<file path="config.mk">
export PLATFORM = sky130hd
export DESIGN_NAME = ddram_readback_check_flat
export DESIGN_NICKNAME = d
export VERILOG_FILES = /design/src/rtl/ddram_readback_check_if.sv /design/src/rtl/ddram_readback_check.sv /design/src/flat_wrapper.sv
export SDC_FILE = /design/constraint.sdc
export NUM_CORES = 1
export LEC_CHECK = 0
export BUFFER_PORTS_ARGS = -buffer_cell sky130_fd_sc_hd__buf_4
export CORE_ASPECT_RATIO = 0.75
export CORE_MARGIN = 2
export CORE_UTILIZATION = 55
export DETAILED_ROUTE_END_ITERATION = 12
export GPL_TIMING_DRIVEN = 0
export MAX_ROUTING_LAYER = met4
export PLACE_DENSITY = 0.84
export SETUP_SLACK_MARGIN = 0.5
export SLEW_MARGIN = 20
export SYNTH_ARGS = -nofsm -noshare
export SYNTH_HDL_FRONTEND = slang
export SYNTH_SLANG_ARGS = --single-unit
export TNS_END_PERCENT = 50
</file>
<file path="constraint.sdc">
create_clock -name clk_sys -period 6 [get_ports clk_sys]
set_clock_uncertainty 0.15 [all_clocks]
set_input_delay 0 -clock clk_sys [delete_from_list [all_inputs] [get_ports clk_sys]]
set_output_delay 0 -clock clk_sys [all_outputs]
set_load 0.01 [all_outputs]
</file>
<file path="src/rtl/ddram_readback_check_if.sv">
// DDRAM read/write port bundle; master = requester (checker), slave = memory.
interface ddram_readback_check_if;
   logic        DDRAM_BUSY;
   logic [7:0]  DDRAM_BURSTCNT;
   logic [28:0] DDRAM_ADDR;
   logic        DDRAM_RD;
   logic [63:0] DDRAM_DOUT;
   logic        DDRAM_DOUT_READY;
   logic        DDRAM_WE;
   logic [63:0] DDRAM_DIN;
   logic [7:0]  DDRAM_BE;

   modport master (
      input  DDRAM_BUSY, DDRAM_DOUT, DDRAM_DOUT_READY,
      output DDRAM_BURSTCNT, DDRAM_ADDR, DDRAM_RD, DDRAM_WE, DDRAM_DIN, DDRAM_BE
   );

   modport slave (
      output DDRAM_BUSY, DDRAM_DOUT, DDRAM_DOUT_READY,
      input  DDRAM_BURSTCNT, DDRAM_ADDR, DDRAM_RD, DDRAM_WE, DDRAM_DIN, DDRAM_BE
   );
endinterface

</file>
<file path="src/rtl/ddram_readback_check.sv">
// Burst-reads a word region over DDRAM and compares each beat to a pattern; first RD 1 cycle after start,
// done 1 cycle after the last beat; requests held stable while DDRAM_BUSY, one burst outstanding at a time.
module ddram_readback_check #(
   parameter int MAX_BURST = 8,
   parameter int CNT_W     = 24
) (
   input  logic             clk_sys,
   input  logic             reset,
   input  logic             start,
   input  logic [28:0]      base_addr,
   input  logic [CNT_W-1:0] word_count,
   input  logic [63:0]      pattern,
   output logic             busy,
   output logic             done,
   output logic             pass,
   output logic [15:0]      err_cnt,
   output logic [28:0]      first_err_addr,
   ddram_readback_check_if.master ddram
);

   localparam logic [1:0] S_IDLE = 2'd0;
   localparam logic [1:0] S_REQ  = 2'd1;
   localparam logic [1:0] S_WAIT = 2'd2;
   localparam logic [1:0] S_FIN  = 2'd3;

   logic [1:0]       state_q, state_d;
   logic [28:0]      cur_addr_q, cur_addr_d;
   logic [CNT_W-1:0] remaining_q, remaining_d;
   logic [63:0]      pattern_q, pattern_d;
   logic [7:0]       beats_left_q, beats_left_d;
   logic             err_seen_q, err_seen_d;
   logic             busy_q, busy_d;
   logic             done_q, done_d;
   logic             pass_q, pass_d;
   logic [15:0]      err_cnt_q, err_cnt_d;
   logic [28:0]      first_err_q, first_err_d;
   logic             rd_q, rd_d;
   logic [28:0]      addr_q, addr_d;
   logic [7:0]       burstcnt_q, burstcnt_d;

   function automatic logic [7:0] burst_len(input logic [CNT_W-1:0] rem);
      if (rem >= CNT_W'(MAX_BURST)) return 8'(MAX_BURST);
      return 8'(rem);
   endfunction

   always_comb begin
      state_d      = state_q;
      cur_addr_d   = cur_addr_q;
      remaining_d  = remaining_q;
      pattern_d    = pattern_q;
      beats_left_d = beats_left_q;
      err_seen_d   = err_seen_q;
      busy_d       = busy_q;
      done_d       = 1'b0;
      pass_d       = pass_q;
      err_cnt_d    = err_cnt_q;
      first_err_d  = first_err_q;
      rd_d         = rd_q;
      addr_d       = addr_q;
      burstcnt_d   = burstcnt_q;

      case (state_q)
         S_IDLE: begin
            if (start) begin
               cur_addr_d  = base_addr;
               remaining_d = word_count;
               pattern_d   = pattern;
               err_cnt_d   = 16'd0;
               first_err_d = 29'd0;
               err_seen_d  = 1'b0;
               pass_d      = 1'b0;
               busy_d      = 1'b1;
               if (word_count == '0) begin
                  state_d = S_FIN;
               end else begin
                  state_d    = S_REQ;
                  rd_d       = 1'b1;
                  addr_d     = base_addr;
                  burstcnt_d = burst_len(word_count);
               end
            end
         end
         S_REQ: begin
            if (!ddram.DDRAM_BUSY) begin
               rd_d         = 1'b0;
               beats_left_d = burstcnt_q;
               state_d      = S_WAIT;
            end
         end
         S_WAIT: begin
            if (ddram.DDRAM_DOUT_READY) begin
               cur_addr_d   = cur_addr_q + 29'd1;
               remaining_d  = remaining_q - CNT_W'(1);
               beats_left_d = beats_left_q - 8'd1;
               if (ddram.DDRAM_DOUT != pattern_q) begin
                  if (err_cnt_q != 16'hFFFF) err_cnt_d = err_cnt_q + 16'd1;
                  if (!err_seen_q) begin
                     first_err_d = cur_addr_q;
                     err_seen_d  = 1'b1;
                  end
               end
               if (beats_left_q == 8'd1) begin
                  if (remaining_d != '0) begin
                     state_d    = S_REQ;
                     rd_d       = 1'b1;
                     addr_d     = cur_addr_d;
                     burstcnt_d = burst_len(remaining_d);
                  end else begin
                     state_d = S_FIN;
                     done_d  = 1'b1;
                     busy_d  = 1'b0;
                     pass_d  = ~err_seen_d;
                  end
               end
            end
         end
         S_FIN: begin
            // An empty region enters FIN with done low and spends one extra cycle raising it.
            if (done_q) begin
               state_d = S_IDLE;
            end else begin
               done_d = 1'b1;
               busy_d = 1'b0;
               pass_d = ~err_seen_q;
            end
         end
         default: state_d = S_IDLE;
      endcase
   end

   always_ff @(posedge clk_sys) begin
      if (reset) begin
         state_q      <= S_IDLE;
         cur_addr_q   <= '0;
         remaining_q  <= '0;
         pattern_q    <= '0;
         beats_left_q <= '0;
         err_seen_q   <= 1'b0;
         busy_q       <= 1'b0;
         done_q       <= 1'b0;
         pass_q       <= 1'b0;
         err_cnt_q    <= '0;
         first_err_q  <= '0;
         rd_q         <= 1'b0;
         addr_q       <= '0;
         burstcnt_q   <= '0;
      end else begin
         state_q      <= state_d;
         cur_addr_q   <= cur_addr_d;
         remaining_q  <= remaining_d;
         pattern_q    <= pattern_d;
         beats_left_q <= beats_left_d;
         err_seen_q   <= err_seen_d;
         busy_q       <= busy_d;
         done_q       <= done_d;
         pass_q       <= pass_d;
         err_cnt_q    <= err_cnt_d;
         first_err_q  <= first_err_d;
         rd_q         <= rd_d;
         addr_q       <= addr_d;
         burstcnt_q   <= burstcnt_d;
      end
   end

   assign busy           = busy_q;
   assign done           = done_q;
   assign pass           = pass_q;
   assign err_cnt        = err_cnt_q;
   assign first_err_addr = first_err_q;

   assign ddram.DDRAM_RD       = rd_q;
   assign ddram.DDRAM_ADDR     = addr_q;
   assign ddram.DDRAM_BURSTCNT = burstcnt_q;
   assign ddram.DDRAM_WE       = 1'b0;
   assign ddram.DDRAM_DIN      = 64'd0;
   assign ddram.DDRAM_BE       = 8'hFF;

endmodule

</file>
<file path="src/flat_wrapper.sv">
// flat-port wrapper written by rule: the top's interface ports become plain ports
module ddram_readback_check_flat 
#(
   parameter int MAX_BURST = 8,
   parameter int CNT_W     = 24
)
  (clk_sys, reset, start, base_addr, word_count, pattern, busy, done, pass, err_cnt, first_err_addr, ddram_DDRAM_BUSY, ddram_DDRAM_DOUT, ddram_DDRAM_DOUT_READY, ddram_DDRAM_BURSTCNT, ddram_DDRAM_ADDR, ddram_DDRAM_RD, ddram_DDRAM_WE, ddram_DDRAM_DIN, ddram_DDRAM_BE);
  ddram_readback_check_if ddram_i ();
  input  logic clk_sys;
  input  logic reset;
  input  logic start;
  input  logic [28:0] base_addr;
  input  logic [CNT_W-1:0] word_count;
  input  logic [63:0] pattern;
  output logic busy;
  output logic done;
  output logic pass;
  output logic [15:0] err_cnt;
  output logic [28:0] first_err_addr;
  input wire logic [$bits(ddram_i.DDRAM_BUSY)-1:0] ddram_DDRAM_BUSY;
  input wire logic [$bits(ddram_i.DDRAM_DOUT)-1:0] ddram_DDRAM_DOUT;
  input wire logic [$bits(ddram_i.DDRAM_DOUT_READY)-1:0] ddram_DDRAM_DOUT_READY;
  output wire logic [$bits(ddram_i.DDRAM_BURSTCNT)-1:0] ddram_DDRAM_BURSTCNT;
  output wire logic [$bits(ddram_i.DDRAM_ADDR)-1:0] ddram_DDRAM_ADDR;
  output wire logic [$bits(ddram_i.DDRAM_RD)-1:0] ddram_DDRAM_RD;
  output wire logic [$bits(ddram_i.DDRAM_WE)-1:0] ddram_DDRAM_WE;
  output wire logic [$bits(ddram_i.DDRAM_DIN)-1:0] ddram_DDRAM_DIN;
  output wire logic [$bits(ddram_i.DDRAM_BE)-1:0] ddram_DDRAM_BE;
  assign ddram_i.DDRAM_BUSY = ddram_DDRAM_BUSY;
  assign ddram_i.DDRAM_DOUT = ddram_DDRAM_DOUT;
  assign ddram_i.DDRAM_DOUT_READY = ddram_DDRAM_DOUT_READY;
  assign ddram_DDRAM_BURSTCNT = ddram_i.DDRAM_BURSTCNT;
  assign ddram_DDRAM_ADDR = ddram_i.DDRAM_ADDR;
  assign ddram_DDRAM_RD = ddram_i.DDRAM_RD;
  assign ddram_DDRAM_WE = ddram_i.DDRAM_WE;
  assign ddram_DDRAM_DIN = ddram_i.DDRAM_DIN;
  assign ddram_DDRAM_BE = ddram_i.DDRAM_BE;
  ddram_readback_check #(.MAX_BURST(MAX_BURST), .CNT_W(CNT_W)) u_core (.clk_sys(clk_sys), .reset(reset), .start(start), .base_addr(base_addr), .word_count(word_count), .pattern(pattern), .busy(busy), .done(done), .pass(pass), .err_cnt(err_cnt), .first_err_addr(first_err_addr), .ddram(ddram_i));
endmodule
</file>
[Yosys cells after proc, flatten, opt, wreduce, memory -nomap -nowiden]
Cells that the tools add are included.
Storage, ports and cells
  flip-flop bits (word level): 214
  latch bits: 0
  RAM bits: 0
  bits in read-only memories: 0
  input bits: 186
  output and inout port bits: 159
  word-level logic and storage cells: 137
  memories kept: 0
Operators by class
  $add $sub $neg: 4
  multiply operators: 0
  div/mod/pow operators: 0
  order comparisons: 2
  equal/unequal tests: 18
  shifts and indexed selects: 0
  mux-type cells: 81
  bitwise operators: 2
  reduce and logical (&&, ||, !) cells: 16
Operator list (count)
  two-way mux 29 bit: 11
  one-hot mux 29 bit (2 select lines): 3
  two-way mux 8 bit: 11
  two-way mux 16 bit: 4
  != test 64 bit: 1
  greater-or-equal comparator 24 x 4 -> 1 bit, second input constant: 2
  two-way mux 24 bit: 2
  one-hot mux 24 bit (2 select lines): 1
  two-way mux 1 bit: 33
  one-hot mux 16 bit (2 select lines): 1
  one-hot mux 8 bit (2 select lines): 2
  adder 29 x 1 -> 29 bit, second input constant: 1
  zero test 24 bit: 1
  nonzero test 24 bit: 1
  subtractor 24 x 1 -> 24 bit, second input constant: 1
  adder 16 x 1 -> 16 bit, second input constant: 1
  != test 16 bit, second input constant: 1
  AND reduction 5 bit: 3
  two-way mux 2 bit: 7
  != test 2 bit, second input constant: 7
  AND reduction 6 bit: 2
  != test 2 x 1 -> 1 bit, second input constant: 5
  one-hot mux 1 bit (3 select lines): 3
  equality test 8 x 1 -> 1 bit, second input constant: 1
  other kinds (12): 18

[Depth between registers and ports, before layout]
  depth in word-level cells: 12
  depth in mapped cells: 13
  mapped depth without buffers: 10

[Worst setup path before layout]
OpenSTA, ideal clock, no wires.
  path kind: register -> register
  from: register u_core.remaining_q[0]
  to: register u_core.addr_q[10], in the netlist u_core.ddram.DDRAM_ADDR[10]
  library setup time: 0.128 ns
  arrival time: 2.652 ns
  data required time: 5.722 ns
  slack: 3.070 ns
  stages on the path, launching flop included: 14
  path buffers: 3
  period minus slack after synthesis: 2.930 ns
  cell sequence: dfxtp_1 -> buf_6 -> inv_1 -> ha_1 -> buf_2 -> nor3b_2 -> nand4_1 -> xnor2_1 -> or3_1 -> a2111oi_4 -> a31oi_4 -> buf_6 -> mux2i_1 -> nor2_1
On the way
  word-level cells in the longest chain between the ends: 4
RTL lines
  start: declaration: line ddram_readback_check.sv:28  | logic [CNT_W-1:0] remaining_q, remaining_d;
  start signal: assignment: line ddram_readback_check.sv:150  | remaining_q <= remaining_d;
  subtractor 24 x 1 -> 24 bit: line ddram_readback_check.sv:93  | remaining_d = remaining_q - CNT_W'(1);
  nonzero test 24 bit: line ddram_readback_check.sv:103  | if (remaining_d != '0) begin
  != test 2 x 1 -> 1 bit (no line)
  AND reduction 6 bit (no line)
  end signal: assignment: line ddram_readback_check.sv:160  | addr_q <= addr_d;
  end: declaration: line ddram_readback_check.sv:38  | logic [28:0] addr_q, addr_d;
Every way passes these cells.
A chain may end at the register's enable or synchronous reset.

[Worst setup path after layout]
  from: register u_core.remaining_q[0]
  to: register u_core.burstcnt_q[2], in the netlist u_core.ddram.DDRAM_BURSTCNT[2]
On the way
  word-level cells in the longest chain between the ends: 12
  elaborated cells between the ends (all ways): 15
  those cells by class: add/sub (1); order compare (1); eq/ne (1); mux (10); reduce/logical (2)
RTL lines
  subtractor 24 x 1 -> 24 bit (*): line ddram_readback_check.sv:93
  greater-or-equal comparator 24 x 4 -> 1 bit: line ddram_readback_check.sv:42  | if (rem >= CNT_W'(MAX_BURST)) return 8'(MAX_BURST);
  two-way mux 1 bit: line ddram_readback_check.sv:42
  two-way mux 1 bit: line ddram_readback_check.sv:103
  two-way mux 1 bit: line ddram_readback_check.sv:102  | if (beats_left_q == 8'd1) begin
  two-way mux 1 bit: line ddram_readback_check.sv:91  | if (ddram.DDRAM_DOUT_READY) begin
  two-way mux 1 bit: line ddram_readback_check.sv:62  | case (state_q)
  two-way mux 8 bit: line ddram_readback_check.sv:43  | return 8'(rem);
  two-way mux 8 bit: line ddram_readback_check.sv:103
  two-way mux 8 bit: line ddram_readback_check.sv:102
  two-way mux 8 bit: line ddram_readback_check.sv:91
  one-hot mux 8 bit (2 select lines): line ddram_readback_check.sv:62
  end signal: assignment: line ddram_readback_check.sv:161  | burstcnt_q <= burstcnt_d;
  end: declaration: line ddram_readback_check.sv:39  | logic [7:0] burstcnt_q, burstcnt_d;
Mark *: on every way between the ends. The rest lies on a longest branch, timed or not. The select of a mux whose other input is x is not followed.

==> summary.txt <==
Final #Nets = 2087
final count of negative-setup-slack endpoints = 0
cell chain of the critical path = buf_6 -> inv_1 -> ha_1 -> buf_2 -> nor3b_2 -> nand4_1 -> xnor2_1 -> or3_1 -> a2111oi_4 -> a31oi_4 -> nor2_2 -> o2bb2ai_1 -> dlygate4sd3_1
Util after Layout = 80.1%
Yosys top cell area share = 38.7%
commonest non-fill, non-tap cell in the layout = buf_4
gr ovfl total = 0
area leader, netlist = dfxtp_1
via count = 12600
DRC = 0
Post-Synthesis Cells = 1407
post-route ant nets = 0
clock-pin slew on the worst setup and hold paths = 0.06 ns
Final TNS setup = 0 ns
Chip Width = 168 um
min Tclk post-route = 3.88 ns
max incr delay on CP = 0.56 ns
ys async rst share = 0%
row count = 44
dpl cell area = 13700 um^2
run status = finished, final reports clean
share of layout cells above drive strength 1 = 21.4%
IO Port Bufs = 270
vias per cell = 5.80
H-tree levels = 1
WS Path Type = reg2reg
core area = 19500 um^2
final hold vios = 0
Syn. warnings = 0
Main synth FF type = dfxtp_1
crit end category = flip-flop
Data arrival, critical path = 4.19 ns
P per Cell Area = 291 nW/um^2
Syn Area/Cell = 7.87 um^2
Hold Crit Class = in2reg
VDD IR-drop max = 0.202 mV
FMAX = 0.257 GHz
Slew headroom = 38.4%
most frequent cells in the layout = 343 x buf_4, 256 x nand2_1, 214 x dfxtp_1
Ports = 345
Fill cells = 1341
routability congestion estimate = 0.995
mapped cell area = 11100 um^2
Longest Clk Path Bufs = 3
CP required = 6.30 ns
slowest CP cell = dlygate4sd3_1
Max-Cap Viols = 0
final non-filler cell total = 2163
cell count after placement = 2001
Synth Register Bits = 214
post-synth cell types = 60
drt first pass iters = 7
hpwl dp = 28.9 mm
initial core utilization = 56.7%
All-Layer GR Usage = 38.3%
synth top area cells = dfxtp_1 39%, nand2_1 8.7%, xor2_1 7.7%, a21oi_1 7.0%, buf_4 4.9%
register area share after synthesis = 38.7%
Pwr Total = 4.55 mW
drt wl/cell = 19.2 um
Die Span Y = 127 um
number of flops mapped to enable cells by yosys = 0
Final period util = 64.7%
CP delay by family, top = simple AND/OR/NAND/NOR gates
Slew Limit Fails = 0
antenna violations before repair = 0
unrepaired setup endpoints after global routing = no
LEAKAGE = 6.68 nW
worst skew pair latency = 0.52 ns
CTS resizes = 0
worst slew pin tran = 0.916 ns
first-pass GRT wire length = 62.9 mm
DRT Wirelength = 41.4 mm
Worst Path Buf+Inv = 4
Final Cell Area = 15600 um^2
largest net degree at the start of global routing = 14
vias in the first global route = 11700
CTS tree = done
area delta synth->final = 41.3%
root buffer cell = clkbuf_16
clock buffer count from CTS = 22
die area = 21300 um^2
CP max FO = 8
clk sinks = 214
detailed router's first-iteration violation count = 1508
Setup crit start kind = flip-flop
-- flip-flops by register name, summed over array words and instances (netlist names) --
register                     cells
u_core.pass                      1
u_core.cur_addr_q               29
u_core.pattern_q                64
u_core.ddram.DDRAM_BURSTCNT      8
u_core.ddram.DDRAM_ADDR         29
u_core.err_seen_q                1
u_core.remaining_q              24
u_core.state_q                   2
u_core.done                      1
u_core.err_cnt                  16
u_core.busy                      1
u_core.first_err_addr           29
u_core.beats_left_q              8
u_core.ddram.DDRAM_RD            1
-- synthesized netlist by cell type, types with 19 or more instances --
master and count:
a21oi_1 155, buf_4 73, clkbuf_1 78, dfxtp_1 214, mux2i_1 35, nand2_1 256
nand3_1 60, nand4_1 19, nor2_1 118, nor4_1 28, o211ai_1 35, o21ai_0 48
xor2_1 97
-- final timing paths --
kind | startpoint | end | slack (ns) | cells after the start
worst max-delay path | u_core.remaining_q[0] | u_core.ddram.DDRAM_BURSTCNT[2] | 2.12 | 13
worst min-delay path | ddram_DDRAM_DOUT[28] | u_core.pass | 0.11 | 7
worst max register to register | u_core.remaining_q[0] | u_core.ddram.DDRAM_BURSTCNT[2] | 2.12 | 13
worst min register to register | u_core.pattern_q[31] | u_core.pattern_q[31] | 0.32 | 2
-- per-stage QoR --
stage          worst slack (ns)  hold WS (ns)
6_report                   2.12         0.112
5_1_grt                    1.92         0.131
4_1_cts                    2.16         0.115
3_5_place_dp               2.53         0.107
3_3_place_gp               2.53        0.0968
2_1_floorplan              3.07       -0.0140
-- area by class of cell --
type / instances / area (um^2) / area share (%)
antenna: 1 / 2.50 / 0.0160
inverter: 8 / 30.0 / 0.192
multi-input combinational: 1088 / 6090 / 38.9
timing repair buffer: 393 / 3260 / 20.8
buffer: 168 / 945 / 6.04
clock inverter: 6 / 66.3 / 0.424
clock buffer: 32 / 658 / 4.21
tap: 253 / 317 / 2.02
sequential: 214 / 4280 / 27.4
-- worst reg2reg max path: stages (launching register included) --
cell           delay (ns)
dfxtp_1              0.32
buf_6                0.14
inv_1                0.05
ha_1                 0.12
buf_2                0.18
nor3b_2              0.35
nand4_1              0.21
xnor2_1              0.17
or3_1                0.35
a2111oi_4            0.45
a31oi_4              0.28
nor2_2               0.32
o2bb2ai_1            0.16
dlygate4sd3_1        0.56
-- power breakdown --
group          internal, mW  switching [mW]  total [mW]
Combinational         0.565           0.875        1.44
Sequential             1.57           0.155        1.72
Clock                 0.803           0.592        1.39
-- repair_timing --
item                      4_1_cts  5_1_grt
hold buffers                  123        0
setup buffers                   0        0
hold endpoints to repair      159        0
-- layer usage --
layer / GRT usage [%] / up-vias / wire (um)
li1: - / 5675 / -
met1: 49.4 / 5851 / 16800
met2: 58.9 / 847 / 18300
met3: 8.17 / 179 / 4620
met4: 15.2 / 0 / 1690
met5: - / - / 0
-- logic make-up (layout without fill, tap and decap cells) --
family / Yosys count / in the layout / synth area share (%)
DFF: 214 / 214 / 38.7
buffers and inverters: 176 / 607 / 8.80
muxes: 35 / 35 / 3.16
xor gates and xnor gates: 111 / 111 / 8.78
and+or+nand+nor: 566 / 566 / 23.9
adders and majority gates: 6 / 6 / 0.678
other: 2 / 74 / 0.0678
AOI/OAI and AO/OA: 297 / 297 / 15.9
Note: power is estimated with default switching activity, not from simulation.
